$ cat src/rtl/reg_scoreboard_pkg.sv
// Shared register-class encodings and the register-id mapping used by the
// issue scoreboard; the encoding matches the register file select fields.
package reg_scoreboard_pkg;

  typedef enum logic [1:0] {
    SPEC_GPR = 2'b00,
    SPEC_SP  = 2'b01,
    SPEC_IH  = 2'b10,
    SPEC_T   = 2'b11
  } spec_e;

  localparam int unsigned NUM_SB_REGS = 11;
  localparam int unsigned REG_ID_W    = 4;

  // GPRs occupy ids 0-7; the special registers follow. idx is ignored for them.
  function automatic logic [REG_ID_W-1:0] reg_id(input logic [1:0] spec,
                                                 input logic [2:0] idx);
    logic [REG_ID_W-1:0] id;
    id = '0;
    case (spec_e'(spec))
      SPEC_GPR: id = {1'b0, idx};
      SPEC_SP:  id = REG_ID_W'(8);
      SPEC_IH:  id = REG_ID_W'(9);
      SPEC_T:   id = REG_ID_W'(10);
      default:  id = '0;
    endcase
    return id;
  endfunction

endpackage

$ cat src/rtl/reg_scoreboard_ctr.sv
// One per-register pending-write counter: increments on issue, decrements on
// writeback, clears on flush, and flags writebacks that find nothing pending.
module sb_pending_ctr #(
  parameter int unsigned MAX_INFLIGHT = 3,
  parameter int unsigned CNT_W        = 2
) (
  input  logic             clk,
  input  logic             rst_n,
  input  logic             inc,
  input  logic             dec,
  input  logic             clr,
  output logic [CNT_W-1:0] count,
  output logic             busy,
  output logic             underflow
);

  logic [CNT_W-1:0] count_q, count_d;
  logic             dec_ok, inc_ok;

  always_comb begin
    dec_ok    = dec && (count_q != '0);
    // A full counter only accepts an increment paired with a release.
    inc_ok    = inc && (dec_ok || (count_q != CNT_W'(MAX_INFLIGHT)));
    underflow = dec && (count_q == '0);
    count_d   = count_q;
    if (clr) begin
      count_d = '0;
    end else if (inc_ok && !dec_ok) begin
      count_d = count_q + CNT_W'(1);
    end else if (dec_ok && !inc_ok) begin
      count_d = count_q - CNT_W'(1);
    end
  end

  always_ff @(posedge clk or negedge rst_n) begin
    if (!rst_n) count_q <= '0;
    else        count_q <= count_d;
  end

  assign count = count_q;
  assign busy  = (count_q != '0);

endmodule

$ cat src/rtl/reg_scoreboard.sv
// Issue-side hazard controller: stalls decode on RAW hazards and pending-count
// saturation, releases registers on writeback, and counts stall cycles.
module reg_scoreboard
  import reg_scoreboard_pkg::*;
#(
  parameter int unsigned MAX_INFLIGHT = 3,
  parameter int unsigned CNT_W        = 2,
  parameter int unsigned STALL_W      = 16
) (
  input  logic                   CLK,
  input  logic                   RST,
  input  logic                   id_valid,
  input  logic                   id_rd1_en,
  input  logic [1:0]             id_rd1_spec,
  input  logic [2:0]             id_rd1_idx,
  input  logic                   id_rd2_en,
  input  logic [2:0]             id_rd2_idx,
  input  logic                   id_wr_en,
  input  logic [1:0]             id_wr_spec,
  input  logic [2:0]             id_wr_idx,
  input  logic                   wb_valid,
  input  logic [1:0]             wb_spec,
  input  logic [2:0]             wb_idx,
  input  logic                   flush,
  input  logic                   perf_clr,
  output logic                   id_stall,
  output logic                   id_issue,
  output logic [NUM_SB_REGS-1:0] busy_vec,
  output logic [STALL_W-1:0]     stall_cnt,
  output logic                   err_underflow
);

  logic [CNT_W-1:0]       count [NUM_SB_REGS];
  logic [CNT_W-1:0]       eff   [NUM_SB_REGS];
  logic [NUM_SB_REGS-1:0] busy, wb_hit, inc_vec, uf_vec;
  logic [REG_ID_W-1:0]    rd1_id, wr_id, wb_id;
  logic                   haz1, haz2, hazw;
  logic [STALL_W-1:0]     stall_cnt_q, stall_cnt_d;
  logic                   err_underflow_q, err_underflow_d;

  always_comb begin
    rd1_id = reg_id(id_rd1_spec, id_rd1_idx);
    wr_id  = reg_id(id_wr_spec, id_wr_idx);
    wb_id  = reg_id(wb_spec, wb_idx);
    // Same-cycle writeback counts as released: the register file writes on negedge.
    for (int unsigned r = 0; r < NUM_SB_REGS; r++) begin
      wb_hit[r] = wb_valid && (wb_id == REG_ID_W'(r));
      eff[r]    = count[r] - ((wb_hit[r] && busy[r]) ? CNT_W'(1) : '0);
    end
    haz1     = id_rd1_en && (eff[rd1_id] != '0);
    haz2     = id_rd2_en && (eff[{1'b0, id_rd2_idx}] != '0);
    hazw     = id_wr_en && (eff[wr_id] == CNT_W'(MAX_INFLIGHT));
    id_stall = id_valid && (haz1 || haz2 || hazw || flush);
    id_issue = id_valid && !id_stall;
    for (int unsigned r = 0; r < NUM_SB_REGS; r++) begin
      inc_vec[r] = id_issue && id_wr_en && (wr_id == REG_ID_W'(r));
    end
  end

  for (genvar g = 0; g < NUM_SB_REGS; g++) begin : g_ctr
    sb_pending_ctr #(
      .MAX_INFLIGHT (MAX_INFLIGHT),
      .CNT_W        (CNT_W)
    ) u_ctr (
      .clk       (CLK),
      .rst_n     (RST),
      .inc       (inc_vec[g]),
      .dec       (wb_hit[g]),
      .clr       (flush),
      .count     (count[g]),
      .busy      (busy[g]),
      .underflow (uf_vec[g])
    );
  end

  always_comb begin
    err_underflow_d = err_underflow_q || (|uf_vec);
    stall_cnt_d     = stall_cnt_q;
    if (perf_clr) begin
      stall_cnt_d = '0;
    end else if (id_stall && (stall_cnt_q != '1)) begin
      stall_cnt_d = stall_cnt_q + STALL_W'(1);
    end
  end

  always_ff @(posedge CLK or negedge RST) begin
    if (!RST) begin
      stall_cnt_q     <= '0;
      err_underflow_q <= 1'b0;
    end else begin
      stall_cnt_q     <= stall_cnt_d;
      err_underflow_q <= err_underflow_d;
    end
  end

  assign busy_vec      = busy;
  assign stall_cnt     = stall_cnt_q;
  assign err_underflow = err_underflow_q;

endmodule
$ cat config.mk
export PLATFORM = sky130hd
export DESIGN_NAME = reg_scoreboard
export DESIGN_NICKNAME = d
export VERILOG_FILES = /design/src/rtl/reg_scoreboard_pkg.sv /design/src/rtl/reg_scoreboard_ctr.sv /design/src/rtl/reg_scoreboard.sv
export SDC_FILE = /design/constraint.sdc
export NUM_CORES = 1
export LEC_CHECK = 0
export CORE_MARGIN = 3
export CORE_UTILIZATION = 35
export DETAILED_ROUTE_END_ITERATION = 12
export RECOVER_POWER = 50
export SLEW_MARGIN = 20
export SYNTH_ARGS = -nofsm -noshare
export SYNTH_HDL_FRONTEND = slang
export SYNTH_SLANG_ARGS = --single-unit
$ cat constraint.sdc
create_clock -name CLK -period 16.95 [get_ports CLK]
set_clock_uncertainty 0.2 [all_clocks]
set_input_delay 5.085 -clock CLK [delete_from_list [all_inputs] [get_ports CLK]]
set_output_delay 5.085 -clock CLK [all_outputs]
set_load 0.02 [all_outputs]
==> results by group <==
Placed design
  • Placed Cells: between 500 and 600
  • Dpl hpwl: 6720 um
  • Port Buffers: 56
  • Dpl cell area: 3930 um2
  • Gpl congestion: 0.929

Global routing
  • Initial antenna violation count: 0
  • First-pass GRT wire length: 14700 um
  • GRT Overall Usage: between 10% and 20%
  • GR Overflow Total: 0
  • Vias in the first global route: 2930
  • Largest net degree at the start of global routing: 40

Yosys
  • Post-synth EDFFs: 0
  • Simple-Gate Fraction of Synth Area: 30.4%
  • Syn Area/Cell: 7.80 um2
  • Most frequent cells after synthesis: nor2_1, nand2_1, dfrtp_1
  • Ys Warns: 0
  • Synth Area in Compound Gates: 19.0%
  • Share of Yosys cell area claimed by the top area cell type: between 20 and 30%
  • Largest cells by area after synthesis: dfrtp_1, nor2_1, nand2_1
  • Most common cell in the synthesized netlist: nor2_1
  • Yosys cell types: 62
  • Seq/Total Area, Yosys: 29.3%
  • Synthesized instance count: 427
  • Yosys reg bits: 39
  • Largest family of logic cells by synthesized area: simple AND/OR/NAND/NOR gates
  • Ys flop type: dfrtp_1
  • Cell area after synthesis: 3330 um2
  • Synth area leader: dfrtp_1
  • XOR/XNOR share of the synthesized area: 6.05%
  • Asr flop ratio synth: 100%
  • Post-Synth Adder-Cell Area: 4.51%
  • Multiplexer share of the synthesized area: 4.17%
  • Mapped Nets: 466

Final layout
  • Core Util, Final: 45.0%
  • Register area: 976 um2
  • Layout Nets: slightly above 500
  • Synthesis-to-layout area growth: 21.3%
  • Finished Layout Cells: 598
  • Share of cells above drive strength 1: ~6.6%
  • Antenna Diode Count: 0
  • Fin area: 4040 um2
  • Area of the multi-input gates: approximately 2100 um2
  • Fill cells: 879

Detailed routing
  • Drt first pass iters: 4
  • Remaining DRCs: 0
  • Drt total wl: 8680 um
  • Initial DRC count: 154
  • WL/cell: between 10 and 15 um
  • Post-route ant nets: 0
  • DR vias/cell: 5.26
  • Routed vias: ~3.1k

Floorplan
  • Core area: around 9000 um2
  • Die area: 10700 um2
  • Starting Density: 37.1%
  • Ports: 57
  • Site row count: 34
  • Die height: 104 um
  • Die extent in x: between 100 and 150 um

Clock tree
  • TritonCTS buffer count: 5
  • Clock Path Buffers: 2
  • H-tree Lvls: 2
  • # hold bufs at CTS: 0
  • CTS root buf: clkbuf_8
  • Clk sinks: 39
  • Post-CTS setup buffer count: 0
  • Post-cts sizing count: 0
  • Clock slew at reported path FFs: 0.08 ns
  • CTS tree: built
  • Skew-Pair Late Insertion Delay: roughly 0.29 ns

Timing
  • Final worst-path cycle share: roughly 90%
  • Fmax: 67.5 MHz
  • RSZ-0062 raised after global routing: no
  • Setup violations, final: 0
  • Slew headroom: -45.8%
  • Final Max Tran Viols: 40
  • Setup_tns: 0 ns
  • Slew @ Worst Pin: 2.19 ns
  • Crit path time final: approximately 15 ns
  • Final hold vios: 0

Run status
  • Status: finished with violations
  • Failing checks: capacitance limit, slew limit

Flow run
  • Max Cap Violations: 1

Worst setup path
  • WP data arrival: 9.53 ns
  • Critical Path RT: ~12 ns
  • Startpoint Class: input port
  • Setup crit start: wb_spec[1]
  • Peak fanout along the critical path: 13
  • Crit. End Element: output port
  • Setup Crit Path Kind: input port to output port
  • Reg-to-Reg Start: g_ctr[5].u_ctr.count[1]$_DFFE_PN0P_

Pwr
  • Power Density: 51.8 nW/um2
  • Pleak: 1.73 nW
  • Total power: 0.209 mW
  • Maximum vdd drop: between 0.02 and 0.025 mV

Hold path
  • Worst hold start: g_ctr[2].u_ctr.count[0]$_DFFE_PN0P_
  • Worst hold path class: flip-flop to flip-flop
==> final cells by class <==
class                           instances  share of cell area [%]
Multi-Input combinational cell        344                    52.9
Sequential cell                        39                    24.2
Timing Repair Buffer                   58                    14.1
Tap cell                              126                    3.90
Inverter                               23                    2.14
Clock buffer                            5                    1.70
Clock inverter                          3                    1.08
==> layer usage <==
| layer | wire [um] | track usage (%) | share of wire, % | vias up |
|---|---|---|---|---|
| li1 | - | - | - | 1597 |
| met1 | 4230 | 23.2 | 49 | 1465 |
| met2 | 3900 | 26.0 | 45 | 77 |
| met3 | 476 | 2.86 | 5.5 | 4 |
| met4 | 70 | 3.42 | 0.81 | 0 |
| met5 | 0 | 0 | 0 | - |
==> worst max-delay path: stages <==
cell and delay [ns]:
clkdlybuf4s50_1 0.46, nand2b_1 0.19, nor3b_1 0.72, nand3_1 0.30
nor2b_1 0.18, ha_1 0.17, xnor2_1 0.16, o21ai_1 0.10
o21ai_1 0.08, nor3_1 0.06, or4b_4 0.59, o31ai_2 0.76
inv_1 0.10, clkdlybuf4s50_1 0.57
==> flip-flops by register name (all words and copies together), names as in the netlist <==
register	cells
g_ctr.u_ctr.count	22
stall_cnt	16
err_underflow	1
==> kinds of logic after synthesis <==
logic type / Yosys count
adders and majority gates: 12
DFF: 39
and+or+nand+nor: 202
muxes: 12
buffers and inverters: 44
xor gates and xnor gates: 23
AOI/OAI and AO/OA: 95
==> placed cells by master, fill, tap and decap left out, types with 9 or more instances in the layout <==
cell type,Yosys,layout
nor2_1,58,58
nand2_1,54,54
clkdlybuf4s50_1,0,40
dfrtp_1,39,39
a21oi_1,25,25
inv_1,23,23
xnor2_1,22,22
and3_1,19,19
o21ai_0,19,19
nand3_1,18,18
dlygate4sd3_1,0,15
ha_1,12,12
nor3_1,11,11
nor2b_1,9,9
==> worst paths after layout <==
check,to,slack (ns),cells past startpoint
setup / recovery,id_stall,2.14,14
max in group asynchronous,g_ctr[1].u_ctr.count[1]$_DFFE_PN0P_,10.08,1
setup reg to reg,stall_cnt[13]$_DFFE_PN0P_,12.78,12
hold reg to reg,g_ctr[2].u_ctr.count[0]$_DFFE_PN0P_,0.33,1
hold / removal,g_ctr[2].u_ctr.count[0]$_DFFE_PN0P_,0.33,1
min in group asynchronous,g_ctr[3].u_ctr.count[1]$_DFFE_PN0P_,5.22,1
==> through the flow <==
step           setup WS [ns]  hold WS [ns]
6_report                2.14         0.329
2_1_floorplan           3.76         0.277
4_1_cts                 2.15         0.329
3_3_place_gp            2.23         0.308
3_5_place_dp            2.16         0.312
5_1_grt                 1.79         0.367
==> where the power goes <==
group	internal, mW	switching (mW)	leakage, nW
clock	0.0439	0.0370	0.0581
sequential	0.0937	0.000871	0.538
combinational	0.0140	0.0198	1.13
total	0.152	0.0577	1.73
(Power assumes the default switching activity.)
